File: src/rtl/apb_cmd_master_if.sv
// Command/response streams plus the APB3 initiator signals of apb_cmd_master.
// The master modport is the initiator's view; slave is the command source, response sink and APB responder.
interface apb_cmd_master_if #(
  parameter int ADDR_W = 10
) ();
  logic              cmd_valid;
  logic              cmd_ready;
  logic              cmd_write;
  logic [ADDR_W-1:0] cmd_addr;
  logic [31:0]       cmd_wdata;

  logic              rsp_valid;
  logic              rsp_ready;
  logic [31:0]       rsp_rdata;
  logic              rsp_err;

  logic              PSEL;
  logic              PENABLE;
  logic              PWRITE;
  logic [ADDR_W-1:0] PADDR;
  logic [31:0]       PWDATA;
  logic [31:0]       PRDATA;
  logic              PREADY;

  modport master (
    input  cmd_valid, cmd_write, cmd_addr, cmd_wdata,
    output cmd_ready,
    output rsp_valid, rsp_rdata, rsp_err,
    input  rsp_ready,
    output PSEL, PENABLE, PWRITE, PADDR, PWDATA,
    input  PRDATA, PREADY
  );

  modport slave (
    output cmd_valid, cmd_write, cmd_addr, cmd_wdata,
    input  cmd_ready,
    input  rsp_valid, rsp_rdata, rsp_err,
    output rsp_ready,
    input  PSEL, PENABLE, PWRITE, PADDR, PWDATA,
    output PRDATA, PREADY
  );
endinterface

File: src/rtl/apb_cmd_master.sv
// APB3 initiator: one command in, one APB transfer out, one response back.
// ACCESS waits are bounded by TIMEOUT (0 = unbounded); an abort returns rsp_err with zero data.
module apb_cmd_master #(
  parameter int ADDR_W  = 10,
  parameter int TIMEOUT = 255,
  parameter int CNT_W   = 8
) (
  input logic                PCLK,
  input logic                PRESET,
  apb_cmd_master_if.master   bus
);

  typedef enum logic [1:0] {
    IDLE   = 2'd0,
    SETUP  = 2'd1,
    ACCESS = 2'd2,
    RESP   = 2'd3
  } state_e;

  localparam bit               TIMEOUT_EN = (TIMEOUT != 0);
  localparam logic [CNT_W-1:0] TIMEOUT_C  = CNT_W'(TIMEOUT);
  localparam logic [CNT_W-1:0] CNT_MAX    = '1;

  state_e            state_q,     state_d;
  logic              psel_q,      psel_d;
  logic              penable_q,   penable_d;
  logic              pwrite_q,    pwrite_d;
  logic [ADDR_W-1:0] paddr_q,     paddr_d;
  logic [31:0]       pwdata_q,    pwdata_d;
  logic              rsp_valid_q, rsp_valid_d;
  logic              rsp_err_q,   rsp_err_d;
  logic [31:0]       rsp_rdata_q, rsp_rdata_d;
  logic [CNT_W-1:0]  cnt_q,       cnt_d;

  always_comb begin
    // NOTE: every *_d defaults to its *_q first so no path through the case leaves a signal unassigned (no latches).
    state_d     = state_q;
    psel_d      = psel_q;
    penable_d   = penable_q;
    pwrite_d    = pwrite_q;
    paddr_d     = paddr_q;
    pwdata_d    = pwdata_q;
    rsp_valid_d = rsp_valid_q;
    rsp_err_d   = rsp_err_q;
    rsp_rdata_d = rsp_rdata_q;
    cnt_d       = cnt_q;

    case (state_q)
      IDLE: begin
        if (bus.cmd_valid) begin
          state_d  = SETUP;
          psel_d   = 1'b1;
          pwrite_d = bus.cmd_write;
          paddr_d  = bus.cmd_addr;
          pwdata_d = bus.cmd_write ? bus.cmd_wdata : 32'd0;
        end
      end

      SETUP: begin
        state_d   = ACCESS;
        penable_d = 1'b1;
      end

      ACCESS: begin
        // PREADY is tested first so a completion on the timeout cycle still wins.
        if (bus.PREADY) begin
          state_d     = RESP;
          psel_d      = 1'b0;
          penable_d   = 1'b0;
          rsp_valid_d = 1'b1;
          rsp_err_d   = 1'b0;
          rsp_rdata_d = pwrite_q ? 32'd0 : bus.PRDATA;
        end else if (TIMEOUT_EN && (cnt_q == TIMEOUT_C)) begin
          state_d     = RESP;
          psel_d      = 1'b0;
          penable_d   = 1'b0;
          rsp_valid_d = 1'b1;
          rsp_err_d   = 1'b1;
          rsp_rdata_d = 32'd0;
        end else if (cnt_q != CNT_MAX) begin
          cnt_d = cnt_q + CNT_W'(1);
        end
      end

      RESP: begin
        if (bus.rsp_ready) begin
          state_d     = IDLE;
          rsp_valid_d = 1'b0;
          cnt_d       = '0;
        end
      end

      default: state_d = IDLE;
    endcase
  end

  // NOTE: state updates use non-blocking assignments so every flop samples pre-edge values; reset is synchronous.
  always_ff @(posedge PCLK) begin
    if (PRESET) begin
      state_q     <= IDLE;
      psel_q      <= 1'b0;
      penable_q   <= 1'b0;
      pwrite_q    <= 1'b0;
      paddr_q     <= '0;
      pwdata_q    <= 32'd0;
      rsp_valid_q <= 1'b0;
      rsp_err_q   <= 1'b0;
      rsp_rdata_q <= 32'd0;
      cnt_q       <= '0;
    end else begin
      state_q     <= state_d;
      psel_q      <= psel_d;
      penable_q   <= penable_d;
      pwrite_q    <= pwrite_d;
      paddr_q     <= paddr_d;
      pwdata_q    <= pwdata_d;
      rsp_valid_q <= rsp_valid_d;
      rsp_err_q   <= rsp_err_d;
      rsp_rdata_q <= rsp_rdata_d;
      cnt_q       <= cnt_d;
    end
  end

  assign bus.cmd_ready = (state_q == IDLE);
  assign bus.rsp_valid = rsp_valid_q;
  assign bus.rsp_err   = rsp_err_q;
  assign bus.rsp_rdata = rsp_rdata_q;
  assign bus.PSEL      = psel_q;
  assign bus.PENABLE   = penable_q;
  assign bus.PWRITE    = pwrite_q;
  assign bus.PADDR     = paddr_q;
  assign bus.PWDATA    = pwdata_q;

endmodule

File: src/flat_wrapper.sv
// flat-port wrapper written by rule: the top's interface ports become plain ports
module apb_cmd_master_flat 
#(
  parameter int ADDR_W  = 10,
  parameter int TIMEOUT = 255,
  parameter int CNT_W   = 8
)
  (PCLK, PRESET, bus_cmd_valid, bus_cmd_write, bus_cmd_addr, bus_cmd_wdata, bus_cmd_ready, bus_rsp_valid, bus_rsp_rdata, bus_rsp_err, bus_rsp_ready, bus_PSEL, bus_PENABLE, bus_PWRITE, bus_PADDR, bus_PWDATA, bus_PRDATA, bus_PREADY);
  apb_cmd_master_if #(.ADDR_W(ADDR_W)) bus_i ();
  input logic PCLK;
  input logic PRESET;
  input wire logic [$bits(bus_i.cmd_valid)-1:0] bus_cmd_valid;
  input wire logic [$bits(bus_i.cmd_write)-1:0] bus_cmd_write;
  input wire logic [$bits(bus_i.cmd_addr)-1:0] bus_cmd_addr;
  input wire logic [$bits(bus_i.cmd_wdata)-1:0] bus_cmd_wdata;
  output wire logic [$bits(bus_i.cmd_ready)-1:0] bus_cmd_ready;
  output wire logic [$bits(bus_i.rsp_valid)-1:0] bus_rsp_valid;
  output wire logic [$bits(bus_i.rsp_rdata)-1:0] bus_rsp_rdata;
  output wire logic [$bits(bus_i.rsp_err)-1:0] bus_rsp_err;
  input wire logic [$bits(bus_i.rsp_ready)-1:0] bus_rsp_ready;
  output wire logic [$bits(bus_i.PSEL)-1:0] bus_PSEL;
  output wire logic [$bits(bus_i.PENABLE)-1:0] bus_PENABLE;
  output wire logic [$bits(bus_i.PWRITE)-1:0] bus_PWRITE;
  output wire logic [$bits(bus_i.PADDR)-1:0] bus_PADDR;
  output wire logic [$bits(bus_i.PWDATA)-1:0] bus_PWDATA;
  input wire logic [$bits(bus_i.PRDATA)-1:0] bus_PRDATA;
  input wire logic [$bits(bus_i.PREADY)-1:0] bus_PREADY;
  assign bus_i.cmd_valid = bus_cmd_valid;
  assign bus_i.cmd_write = bus_cmd_write;
  assign bus_i.cmd_addr = bus_cmd_addr;
  assign bus_i.cmd_wdata = bus_cmd_wdata;
  assign bus_cmd_ready = bus_i.cmd_ready;
  assign bus_rsp_valid = bus_i.rsp_valid;
  assign bus_rsp_rdata = bus_i.rsp_rdata;
  assign bus_rsp_err = bus_i.rsp_err;
  assign bus_i.rsp_ready = bus_rsp_ready;
  assign bus_PSEL = bus_i.PSEL;
  assign bus_PENABLE = bus_i.PENABLE;
  assign bus_PWRITE = bus_i.PWRITE;
  assign bus_PADDR = bus_i.PADDR;
  assign bus_PWDATA = bus_i.PWDATA;
  assign bus_i.PRDATA = bus_PRDATA;
  assign bus_i.PREADY = bus_PREADY;
  apb_cmd_master #(.ADDR_W(ADDR_W), .TIMEOUT(TIMEOUT), .CNT_W(CNT_W)) u_core (.PCLK(PCLK), .PRESET(PRESET), .bus(bus_i));
endmodule
File: config.mk
export PLATFORM = sky130hd
export DESIGN_NAME = apb_cmd_master_flat
export DESIGN_NICKNAME = d
export VERILOG_FILES = /design/src/rtl/apb_cmd_master_if.sv /design/src/rtl/apb_cmd_master.sv /design/src/flat_wrapper.sv
export SDC_FILE = /design/constraint.sdc
export NUM_CORES = 1
export LEC_CHECK = 0
export CORE_ASPECT_RATIO = 1.2
export CORE_MARGIN = 8
export CORE_UTILIZATION = 37
export DETAILED_ROUTE_END_ITERATION = 7
export PLACE_DENSITY = 0.74
export SYNTH_ARGS = -nofsm -noshare
export SYNTH_HDL_FRONTEND = slang
export SYNTH_SLANG_ARGS = --single-unit
File: constraint.sdc
create_clock -name PCLK -period 2.4 [get_ports PCLK]
set_clock_uncertainty 0.2 [all_clocks]
set_input_delay 0.24 -clock PCLK [delete_from_list [all_inputs] [get_ports PCLK]]
set_output_delay 0.24 -clock PCLK [all_outputs]
set_load 0.01 [all_outputs]
======== Word level (Yosys, flattened, before mapping) ========
Cells that the tools add are included.
cells by class
  multipliers ............................. 0
  magnitude comparators ................... 0
  reductions and logical operators ........ 12
  div/mod/pow operators ................... 0
  shift-type cells ........................ 0
  add/sub/neg operators ................... 1
  equal/unequal tests ..................... 11
  bitwise logic cells ..................... 0
  mux-type cells .......................... 24
operator list
  kind                 count
  $mux 32              4
  $mux 8               4
  $pmux 8 s2           1
  $reduce_and 3->1     3
  $add 8x1->8 const B  1
  $eq 8x8->1 const B   1
  $mux 2               4
  $ne 2x2->1 const B   4
  $ne 8x8->1 const B   1
  $pmux 2 s4           1
  $reduce_bool 2->1    4
  $mux 1               7
  $pmux 1 s2           3
  $reduce_and 2->1     3
  $reduce_and 5->1     1
  $eq 2x2->1 const B   2
  $ne 3x2->1 const B   1
  $eq 2x1->1 const B   1
  $logic_not 2->1      1
  $ne 2x1->1 const B   1
word-level totals
  memories kept ........................... 0
  bits of input ports ..................... 80
  ROM bits ................................ 0
  output and inout port bits .............. 80
  flip-flop bits (word level) ............. 89
  bits in writable memories ............... 0
  word-level logic and storage cells ...... 58
  latch bits .............................. 0

======== Longest topological paths before layout ========
  depth after elaboration ................. 5
  gate-level depth with buffers ........... 7
  gate-level depth less buffers ........... 6

======== Worst setup path before layout ========
No wires, ideal clock.
  path type ............................... register -> register
  start ................................... register u_core.cnt_q[0]
  end ..................................... register u_core.rsp_rdata_q[10], in the netlist u_core.bus.rsp_rdata[10]
  library setup time ...................... 59 ps
  data arrival time ....................... 1600 ps
  slack ................................... 541 ps
  period minus slack after synthesis ...... 1859 ps
  required time ........................... 2141 ps
  cell stages (with the launch flop) ...... 8
  path buffers ............................ 2
  path through ............................ dfxtp_1 -> ha_1 -> and4_4 -> buf_6 -> a21o_4 -> a21oi_4 -> buf_6 -> a22o_1
on the way
  cells in the longest elaborated chain, start to end .. 3
RTL lines
  item                                line                   text
  from (decl)                         apb_cmd_master.sv:33   logic [CNT_W-1:0] cnt_q, cnt_d;
  from (signal assigned)              apb_cmd_master.sv:120  cnt_q <= cnt_d;
  $eq 8x8->1                          apb_cmd_master.sv:73   end else if (TIMEOUT_EN && (cnt_q == TIMEOUT_C)) begin
  $reduce_bool 2->1 (no source line)  -
  $reduce_and 2->1 (no source line)   -
  to (signal assigned)                apb_cmd_master.sv:119  rsp_rdata_q <= rsp_rdata_d;
  to (decl)                           apb_cmd_master.sv:32   logic [31:0] rsp_rdata_q, rsp_rdata_d;
No other way between the ends.
A chain may end at the register's enable or synchronous reset.

======== Worst setup path after layout ========
  start ................................... register u_core.cnt_q[0]
  end ..................................... register u_core.state_q[1]
on the way
  cells in the longest elaborated chain, start to end .. 3
RTL lines
  item                               line                   text
  $eq 8x8->1                         apb_cmd_master.sv:73
  $ne 3x2->1 (no source line)        -
  $reduce_and 3->1 (no source line)  -
  to (signal assigned)               apb_cmd_master.sv:111  state_q <= state_d;
  to (decl)                          apb_cmd_master.sv:24   state_e state_q, state_d;
No other way between the ends.

==> flow_summary.toml <==
[setup_path]
crit_required_ns = 2.50
r2r_end = "u_core.state_q[1]"
worst-path-stages = 5
worst-setup-path-type = "reg2reg"
critPathMaxFanout = 9
r2r_start = "u_core.cnt_q[0]"
cp_top_family = "compound AO/OA/AOI/OAI gates"
setup.worst_path.start_class = "register"
cp_num_buf_inv = 0
worstSetupEndpointType = "register"
cpPeakStageDelay_ns = 0.54
path_cells = "ha_1, and4_4, a21oi_2, a2111oi_0, a31o_1"
cp.arrival_ns = 2.18
reg2reg_slack_ns = 0.31
reg2regPathDepth = 5
critical-path-slowest-cell = "a2111oi_0"
cp-startpoint = "u_core.cnt_q[0]"

[synthesis]
postSynthAreaPerCell_sq_um = 9.14
async_reset_ff_share_pct = 0
synth_nets = 456
ys_seq_area_share_pct = 52.5
synth_cells = 371
synth_edf_count = 0
yosys_warnings = 0
ys_types = 44
synth_seq_cells = 89
syn-cell-area_sq_um = 3390
ys.flop_type = "dfxtp_1"

[finish]
final_util_pct = 58.7
diodes = 0
fillers = 782
layout_common_cells = "clkdlybuf4s50_1 (158), dfxtp_1 (89), nand2_1 (60)"
final_common_cell = "clkdlybuf4s50_1"
final_cells = 647
areaGrowthSynthToFinish_pct = 55.5
layout.nets = 607
drive_gt1_share_pct = 6.83

[clocking]
tritoncts = "yes"
cts_resized = 0
cts_buffer_depth = 2
cts.sinks = 89
h-tree-depth = 3
cts-root-buf = "clkbuf_8"
ctsHoldBuffers = 0
post_cts_buffers = 0
clk_latency_ns = 0.35
numCtsBuffers = 9
path_clk_slew_ns = 0.10

[routing]
via_count = 3253
antenna_left = 0
drt_iter0_markers = 108
dr.pass1.iters = 4
drc = 0
avgRoutedWirePerCell_microns = 16.0
vias_per_cell = 5.03
routed_wl_mm = 10.4

[grt]
grt_pass1_wl_mm = 15.9
grt_antenna_before_repair = 0
overflow = 0
grt_pass1_vias = 3178
grt_use_total_pct = 15.9
grt_max_degree = 39

[floorplan]
dieArea_sq_um = 12500
initial_utilization_pct = 37.7
floorplan.core_area_sq_um = 8990
ios = 160
std_cell_rows = 38
fp.dieW_microns = 103
die_h_microns = 121

[min_path]
min_from = "bus_cmd_addr[9]"
hold_depth = 3
hold_end = "u_core.bus.PADDR[9]"
min_path_type = "in2reg"

[pwr]
internal_power_mw = 2.75
switching_power_mw = 1.27
p_seq_share_pct = 43.0
total_power_mw = 4.02
comb_power_share_pct = 31.1
ir_drop_v = 0.000380
switching_share_pct = 31.6
p_leak_nw = 1.88
power.density_nw_per_um2 = 763
pwr-share-clk_pct = 25.9

[sta]
drv_slew = 0
max_slew_margin_pct = 49.7
max_freq_mhz = 479
fin_tns_setup_ns = 0
finalWorstSetupSlack_ns = 0.314
period_minus_slack_ns = 2.09
rsz0062_at_grt = "false"
worst_pin_slew_ns = 0.754
fin_crit_sh_pct = 86.9
setup_viol = 0
finalHoldViolations = 0

[outcome]
status = "completed"

[placed_design]
place_ws_ns = 0.292
hpwl_mm = 7.78
gp_congestion = 0.824
dp_cells = 631
portBuffers = 159

[job]
drv_cap = 0
## worst max-delay path by stage
stage / endpoint
after floorplan: u_core.bus.rsp_rdata[10]
after global placement: u_core.bus.rsp_rdata[19]
after detailed placement: u_core.state_q[1]
after CTS: u_core.state_q[1]
after global routing: u_core.cnt_q[2]
final: u_core.state_q[1]
## Yosys cell counts, types with 2 or more instances
library cell / number / area share, %
a31oi_1: 2 / 0.37
clkbuf_1: 18 / 2.0
buf_2: 4 / 0.59
dfxtp_1: 89 / 53
nor2_1: 3 / 0.33
buf_6: 4 / 1.3
nand2_1: 60 / 6.6
nand4_1: 3 / 0.55
ha_1: 5 / 1.8
or3_1: 2 / 0.37
a21o_1: 2 / 0.44
o211ai_1: 3 / 0.66
nand3_1: 34 / 5.0
and3_1: 2 / 0.37
a211oi_1: 4 / 0.89
inv_1: 7 / 0.78
o21ai_0: 14 / 2.1
nand4b_1: 6 / 1.5
a21oi_1: 56 / 8.3
a22o_1: 27 / 7.0
buf_1: 3 / 0.33
## layout make-up
type | count | area [sq um] | area share [%]
Sequential cell | 89 | 1780 | 33.8
Timing Repair Buffer | 170 | 1680 | 31.9
Multi-Input combinational cell | 245 | 1430 | 27.1
Tap cell | 120 | 150 | 2.85
Clock buffer | 9 | 124 | 2.35
Clock inverter | 7 | 77.6 | 1.47
Inverter | 7 | 26.3 | 0.498
## state kept, by name, indices dropped and copies added (netlist names)
| name | cells |
|---|---|
| u_core.bus.PWRITE | 1 |
| u_core.bus.PENABLE | 1 |
| u_core.bus.rsp_valid | 1 |
| u_core.state_q | 2 |
| u_core.bus.PWDATA | 32 |
| u_core.cnt_q | 8 |
| u_core.bus.rsp_err | 1 |
| u_core.bus.rsp_rdata | 32 |
| u_core.bus.PSEL | 1 |
| u_core.bus.PADDR | 10 |
## stage by stage
step / area, sq um / hold slack [ns]
floorplan: 3390 / 0.173
detailed placement: 5070 / 0.242
global placement: 5070 / 0.237
global route: 5270 / 0.216
finish: 5270 / 0.229
CTS: 5270 / 0.206
## routing by layer
metal | up-vias | share of wire (%) | global-route usage [%]
met2 | 117 | 47 | 27.0
met4 | 0 | 0.97 | 5.08
met1 | 1498 | 41 | 17.6
met3 | 9 | 11 | 6.03
li1 | 1629 | - | -
met5 | - | 0 | 0
## power groups by stage
stage	Sequential [mW]	Combinational [mW]	Clock, mW
after floorplan	1.82	0.567	0
after global placement	1.75	1.24	0
after detailed placement	1.76	1.26	0
after CTS	1.73	1.27	1.08
after global routing	1.75	1.37	1.14
final	1.73	1.25	1.04
## worst min-delay path: cells and delay by family
kind	cells	cell delay [ns]
simple gates	1	0.06
buf+inv	1	0.39
compound gates	1	0.05
## kinds of logic (layout without fill, tap and decap cells)
group	after synthesis	after routing	synth area share (%)
compound gates	120	120	23.0
fa+ha+maj	5	5	1.85
buf+inv	37	193	5.24
flops	89	89	52.5
mux	1	1	0.332
simple gates	119	119	17.1
Note: power is estimated with default switching activity, not from simulation.
